--- src/rtl/reg_bank16_wr_if.sv ---
// reg_bank16_wr_if -- bus bundle for the ARMv4 register bank write side.
//   master : drives writes, burst control, PC update and read addresses
//   slave  : the register bank; returns burst status, pc and read data
// Signals:
//   we/wa/wd                   single-register write
//   lm_start/lm_mask           load-multiple burst start and register list
//   lm_data/lm_valid           burst data beats
//   lm_ready/lm_busy/lm_done   burst status
//   pc_en/pc_next/pc           PC advance and current PC
//   ra1/ra2/rd1/rd2            two combinational read ports
interface reg_bank16_wr_if #(
    parameter int WIDTH = 32
);
    logic             we;
    logic [3:0]       wa;
    logic [WIDTH-1:0] wd;
    logic             lm_start;
    logic [15:0]      lm_mask;
    logic [WIDTH-1:0] lm_data;
    logic             lm_valid;
    logic             lm_ready;
    logic             lm_busy;
    logic             lm_done;
    logic             pc_en;
    logic [WIDTH-1:0] pc_next;
    logic [WIDTH-1:0] pc;
    logic [3:0]       ra1;
    logic [3:0]       ra2;
    logic [WIDTH-1:0] rd1;
    logic [WIDTH-1:0] rd2;

    modport master (
        output we, wa, wd, lm_start, lm_mask, lm_data, lm_valid,
               pc_en, pc_next, ra1, ra2,
        input  lm_ready, lm_busy, lm_done, pc, rd1, rd2
    );

    modport slave (
        input  we, wa, wd, lm_start, lm_mask, lm_data, lm_valid,
               pc_en, pc_next, ra1, ra2,
        output lm_ready, lm_busy, lm_done, pc, rd1, rd2
    );
endinterface

--- src/rtl/reg_bank16_wr.sv ---
// reg_bank16_wr -- ARMv4 register bank write side: R0-R14 bank plus R15 (pc),
// single-register writes, an ascending-order load-multiple burst sequencer,
// and two combinational read ports where R15 reads as pc + PC_OFFSET.
// Ports:
//   clk   : system clock, rising edge
//   reset : asynchronous, active-high reset
//   bus   : reg_bank16_wr_if.slave (writes, burst, pc update, read ports)
// Build option:
//   RF_BYPASS_EN : when defined, a read of the register being written this
//                  cycle returns the incoming write data (R15: data + offset).
module reg_bank16_wr #(
    parameter int WIDTH     = 32,
    parameter int PC_OFFSET = 8
) (
    input  logic           clk,
    input  logic           reset,
    reg_bank16_wr_if.slave bus
);
    typedef enum logic {IDLE, BURST} state_t;

    localparam logic [WIDTH-1:0] OFS = WIDTH'(PC_OFFSET);

    state_t           state, state_nxt;
    logic [15:0]      pend, pend_nxt;
    logic             done_q, done_nxt;
    logic [WIDTH-1:0] regs [15];
    logic [WIDTH-1:0] pc_q;

    // Merged write request: at most one register is written per cycle,
    // either from the single-write port or from a burst beat.
    logic             wr_en;
    logic [3:0]       wr_a;
    logic [WIDTH-1:0] wr_d;
    logic [15:0]      wen;

    // Lowest pending register and whether it is the last one.
    logic [15:0]      low_oh;
    logic [3:0]       low_idx;
    logic             last_beat;

    always_comb begin
        low_oh    = pend & (~pend + 16'd1);
        last_beat = (pend & (pend - 16'd1)) == 16'd0;
        low_idx   = 4'd0;
        for (int i = 15; i >= 0; i--)
            if (pend[i]) low_idx = 4'(i);
    end

    always_comb begin
        state_nxt = state;
        pend_nxt  = pend;
        done_nxt  = 1'b0;
        wr_en     = 1'b0;
        wr_a      = bus.wa;
        wr_d      = bus.wd;
        unique case (state)
            IDLE: begin
                // lm_start wins over we; the single write is dropped.
                if (bus.lm_start) begin
                    if (bus.lm_mask != 16'd0) begin
                        state_nxt = BURST;
                        pend_nxt  = bus.lm_mask;
                    end else begin
                        done_nxt  = 1'b1;
                    end
                end else if (bus.we) begin
                    wr_en = 1'b1;
                end
            end
            BURST: begin
                if (bus.lm_valid) begin
                    wr_en    = 1'b1;
                    wr_a     = low_idx;
                    wr_d     = bus.lm_data;
                    pend_nxt = pend & ~low_oh;
                    if (last_beat) begin
                        state_nxt = IDLE;
                        done_nxt  = 1'b1;
                    end
                end
            end
            default: state_nxt = IDLE;
        endcase
        wen = wr_en ? (16'd1 << wr_a) : 16'd0;
    end

    always_ff @(posedge clk or posedge reset) begin
        if (reset) begin
            state  <= IDLE;
            pend   <= 16'd0;
            done_q <= 1'b0;
        end else begin
            state  <= state_nxt;
            pend   <= pend_nxt;
            done_q <= done_nxt;
        end
    end

    always_ff @(posedge clk or posedge reset) begin
        if (reset) begin
            for (int i = 0; i < 15; i++) regs[i] <= '0;
            pc_q <= '0;
        end else begin
            for (int i = 0; i < 15; i++)
                if (wen[i]) regs[i] <= wr_d;
            // An R15 write always beats the sequential PC advance.
            if (wen[15])        pc_q <= wr_d;
            else if (bus.pc_en) pc_q <= bus.pc_next;
        end
    end

    // Architectural view of all 16 registers as seen by a read.
    logic [15:0][WIDTH-1:0] view;

    always_comb begin
        for (int i = 0; i < 15; i++) view[i] = regs[i];
        view[15] = pc_q + OFS;
`ifdef RF_BYPASS_EN
        if (wr_en) view[wr_a] = (wr_a == 4'd15) ? wr_d + OFS : wr_d;
`endif
    end

    assign bus.rd1      = view[bus.ra1];
    assign bus.rd2      = view[bus.ra2];
    assign bus.pc       = pc_q;
    assign bus.lm_ready = (state == BURST);
    assign bus.lm_busy  = (state == BURST);
    assign bus.lm_done  = done_q;
endmodule

--- src/flat_wrapper.sv ---
// flat-port wrapper written by rule: the top's interface ports become plain ports
module reg_bank16_wr_flat 
#(
    parameter int WIDTH     = 32,
    parameter int PC_OFFSET = 8
)
  (clk, reset, bus_we, bus_wa, bus_wd, bus_lm_start, bus_lm_mask, bus_lm_data, bus_lm_valid, bus_pc_en, bus_pc_next, bus_ra1, bus_ra2, bus_lm_ready, bus_lm_busy, bus_lm_done, bus_pc, bus_rd1, bus_rd2);
  reg_bank16_wr_if #(.WIDTH(WIDTH)) bus_i ();
  input  logic clk;
  input  logic reset;
  input wire logic [$bits(bus_i.we)-1:0] bus_we;
  input wire logic [$bits(bus_i.wa)-1:0] bus_wa;
  input wire logic [$bits(bus_i.wd)-1:0] bus_wd;
  input wire logic [$bits(bus_i.lm_start)-1:0] bus_lm_start;
  input wire logic [$bits(bus_i.lm_mask)-1:0] bus_lm_mask;
  input wire logic [$bits(bus_i.lm_data)-1:0] bus_lm_data;
  input wire logic [$bits(bus_i.lm_valid)-1:0] bus_lm_valid;
  input wire logic [$bits(bus_i.pc_en)-1:0] bus_pc_en;
  input wire logic [$bits(bus_i.pc_next)-1:0] bus_pc_next;
  input wire logic [$bits(bus_i.ra1)-1:0] bus_ra1;
  input wire logic [$bits(bus_i.ra2)-1:0] bus_ra2;
  output wire logic [$bits(bus_i.lm_ready)-1:0] bus_lm_ready;
  output wire logic [$bits(bus_i.lm_busy)-1:0] bus_lm_busy;
  output wire logic [$bits(bus_i.lm_done)-1:0] bus_lm_done;
  output wire logic [$bits(bus_i.pc)-1:0] bus_pc;
  output wire logic [$bits(bus_i.rd1)-1:0] bus_rd1;
  output wire logic [$bits(bus_i.rd2)-1:0] bus_rd2;
  assign bus_i.we = bus_we;
  assign bus_i.wa = bus_wa;
  assign bus_i.wd = bus_wd;
  assign bus_i.lm_start = bus_lm_start;
  assign bus_i.lm_mask = bus_lm_mask;
  assign bus_i.lm_data = bus_lm_data;
  assign bus_i.lm_valid = bus_lm_valid;
  assign bus_i.pc_en = bus_pc_en;
  assign bus_i.pc_next = bus_pc_next;
  assign bus_i.ra1 = bus_ra1;
  assign bus_i.ra2 = bus_ra2;
  assign bus_lm_ready = bus_i.lm_ready;
  assign bus_lm_busy = bus_i.lm_busy;
  assign bus_lm_done = bus_i.lm_done;
  assign bus_pc = bus_i.pc;
  assign bus_rd1 = bus_i.rd1;
  assign bus_rd2 = bus_i.rd2;
  reg_bank16_wr #(.WIDTH(WIDTH), .PC_OFFSET(PC_OFFSET)) u_core (.clk(clk), .reset(reset), .bus(bus_i));
endmodule
--- config.mk ---
export PLATFORM = sky130hd
export DESIGN_NAME = reg_bank16_wr_flat
export DESIGN_NICKNAME = d
export VERILOG_FILES = /design/src/rtl/reg_bank16_wr_if.sv /design/src/rtl/reg_bank16_wr.sv /design/src/flat_wrapper.sv
export SDC_FILE = /design/constraint.sdc
export NUM_CORES = 1
export LEC_CHECK = 0
export CORE_ASPECT_RATIO = 0.6
export CORE_MARGIN = 2
export CORE_UTILIZATION = 60
export DETAILED_ROUTE_END_ITERATION = 8
export PLACE_DENSITY = 0.93
export SKIP_CTS_REPAIR_TIMING = 1
export SLEW_MARGIN = 20
export SYNTH_ARGS = -nofsm -noshare
export SYNTH_HDL_FRONTEND = slang
export SYNTH_SLANG_ARGS = --single-unit
--- constraint.sdc ---
create_clock -name clk -period 22 [get_ports clk]
set_clock_uncertainty 0.2 [all_clocks]
set_input_delay 3.3 -clock clk [delete_from_list [all_inputs] [get_ports clk]]
set_output_delay 3.3 -clock clk [all_outputs]
set_load 0.03 [all_outputs]
==> results by group <==
Outcome
  – Status: finished, final reports clean

Global route
  – Initial antenna violation count: 0
  – Vias in the first global route: roughly 23000
  – Largest net degree at the start of global routing: 180
  – Gr ovfl total: 0
  – First-pass GRT wire length: 137700 um
  – Gr usage total: 0.3519

Clock network
  – Root buffer cell: clkbuf_16
  – Clock slew at reported path FFs: around 0.07 ns
  – CTS HTree Levels: 2
  – Worst-Skew Late Latency: 0.60 ns
  – TritonCTS clock tree: yes
  – Clock Tree Buf Depth: 3
  – CTS sink cnt: 530
  – CTS buffer count: 49

Logic synthesis
  – Main flop type after synthesis: dfrtp_1
  – Async S/R FF share, synth: 1.000
  – FF+latch count, synth: 530
  – Register area share after synthesis: 0.4432
  – Synth top area cells: dfrtp_1 (44%), mux2_2 (20%), mux4_2 (17%), mux2i_1 (2.3%), nand2_1 (1.7%)
  – Yosys warns: 0
  – Top cells by count, synth: dfrtp_1 (530), mux2_2 (520), mux4_2 (222)
  – Synth top area share: 0.4432
  – Dominant cell type by area after synthesis: dfrtp_1
  – Library cells used by synthesis: 59
  – Number of synthesized flops with an enable pin: 0
  – Syn Inst Count: 2236
  – Synthesized area: 29930 um^2
  – Count leader, synth: dfrtp_1
  – Avg Inst Size Synth: 13.38 um^2
  – Syn_nets: between 2000 and 2500

Critical path
  – Critical path launch point type: primary input
  – WP data required: 18.50 ns
  – Worst path most repeated cell: buf_4
  – CP Cell Sequence: buf_4, buf_4, and2_1, o221ai_1, o21ai_0, clkdlybuf4s50_1
  – CP peak stage delay: 0.93 ns
  – Slowest CP cell: and2_1
  – Critical Path Start: bus_ra2[1]
  – Worst-path fanout max: 49
  – Setup CP Type: primary input to output port
  – Critical path arrival: 7.10 ns
  – Delay-heaviest family, CP: buffers and inverters
  – Crit. End Element: output port
  – CP bufs+invs: 3
  – RR Startpoint: u_core.bus.lm_busy$_DFF_PP0_

Finish
  – Nets@finish: 2471
  – Share of cells above drive strength 1: 0.3758
  – Ant. Diodes: 0
  – Register Area: 13260 um^2
  – Area used by multi-input combinational logic: 15750 um^2
  – Finished Cell Area: 34200 um^2
  – Number of fillers in the final layout: 3029
  – Area delta synth->final: 14.29%

Routing
  – Via density: ~7.3
  – Initial DRT Pass Iterations: 9
  – DRC viols: 0
  – Wire per inst: 29.92 um
  – Total routed wirelength: 90630 um
  – Via count: 21993
  – 1st-iter DRT viols: 2992
  – Detail Route Antenna Nets: 0

Floorplan
  – Boundary pin count: 229
  – Die height: 177.0 um
  – Core area: 49340 um^2
  – Die area: 51740 um^2
  – Die width: 292.3 um
  – Initial core utilization: 0.6065
  – Site Rows: 63

Timing
  – Fmax: 94.36 MHz
  – Final Critical Period: between 10 and 15 ns
  – Worst slew margin: 0.2146
  – Number of hold violations in the final report: 0
  – Setup WS post-layout: between 10 and 15 ns
  – RSZ-0062 raised after global routing: false
  – Worst Tran Pin Value: 1.178 ns
  – Max-slew violations: 0
  – Final setup violation count: 0
  – Setup TNS: 0 ns
  – Period utilisation layout: 0.4817
  – Hold Slack: 0.3146 ns

Power and ir drop
  – Power density over cell area: 134.2 nW/um^2
  – Max IR drop VDD: between 0.07 and 0.08 mV
  – P_leak: approximately 14 nW
  – Total Power: ~0.0046 W

Hold path
  – Hold path start: u_core.regs[149]$_DFFE_PP0P_
  – Hold crit path type: register to register

Placement
  – DP HPWL: 53170 um
  – GPL Wtd Cong: ~0.94
  – Area post-placement: around 33000 um^2
  – Worst slack, placed: 11.79 ns
  – I/O Buffers: 228

Run
  – Max Cap Viol: 0
## path summary, 6_finish.rpt
kind                                           endpoint  slack [ns]  cells after the start
max reg2reg                u_core.regs[372]$_DFFE_PP0P_       17.82                      6
max in group asynchronous  u_core.regs[277]$_DFFE_PP0P_       16.31                      4
min                        u_core.regs[149]$_DFFE_PP0P_        0.31                      1
min reg2reg                u_core.regs[149]$_DFFE_PP0P_        0.31                      1
max                                         bus_rd2[28]       11.40                      6
min in group asynchronous    u_core.pend[6]$_DFFE_PP0P_        3.06                      2
## sequential cells by signal, indices dropped and copies added (netlist names)
name / count
u_core.pend: 16
u_core.bus.lm_busy: 1
u_core.bus.pc: 32
u_core.regs: 480
u_core.bus.lm_done: 1
## cell type report
cell class	count	area share
clock inverters	20	0.007536
flip-flops and latches	530	0.3878
inverters	41	0.004719
repair buffers	265	0.07496
clock buffers	70	0.04079
multi-input cells	1453	0.4604
well taps	650	0.02378
## cells in the final DEF (no fill, tap or decap), types with 16 or more instances in the layout
cell and count:
clkdlybuf4s50_1 219, a22o_1 17, mux2_1 43, o21ai_0 73, nor2b_1 20, nor2_1 40
a211oi_1 25, nand4_1 16, clkbuf_16 49, mux2_2 520, and2_1 20, inv_1 40
a21oi_1 40, buf_4 38, mux4_2 222, dfrtp_1 530, o221ai_1 51, nand2_1 133
mux2i_1 70
## kinds of logic (layout without fill, tap and decap cells)
group	after synthesis	after routing	synth area share
AND/OR/NAND/NOR	307	307	0.05059
XOR/XNOR	27	27	0.007902
adder cells (fa/ha/maj)	2	2	0.0007525
AO/OA/AOI/OAI	262	262	0.06083
flip-flops	530	530	0.4432
buffers and inverters	253	396	0.03441
multiplexers	855	855	0.4023
## routing by layer
layer / vias to the layer above / GRT usage / routed length [um]
li1: 8750 / - / -
met1: 11216 / 0.4593 / 33540
met2: 1602 / 0.5510 / 41700
met3: 425 / 0.09267 / 10310
met4: 0 / 0.1812 / 5089
met5: - / 0 / 0
## where the power goes
| group | internal, W | switching [W] | total [W] |
|---|---|---|---|
| Sequential | 0.00142 | 0.000394 | 0.00181 |
| Combinational | 0.00100 | 0.000878 | 0.00188 |
| Clock | 0.000504 | 0.000395 | 0.000899 |
| Total | 0.00292 | 0.00167 | 0.00459 |
## metrics by stage
stage | utilization | cells
after floorplan | - | 2236
after global placement | 0.6592 | 2939
after detailed placement | 0.6594 | 2939
after CTS | 0.6929 | 3029
after global routing | 0.6931 | 3029
final | 0.6931 | 3029
Power figures use the tool's default switching activity.
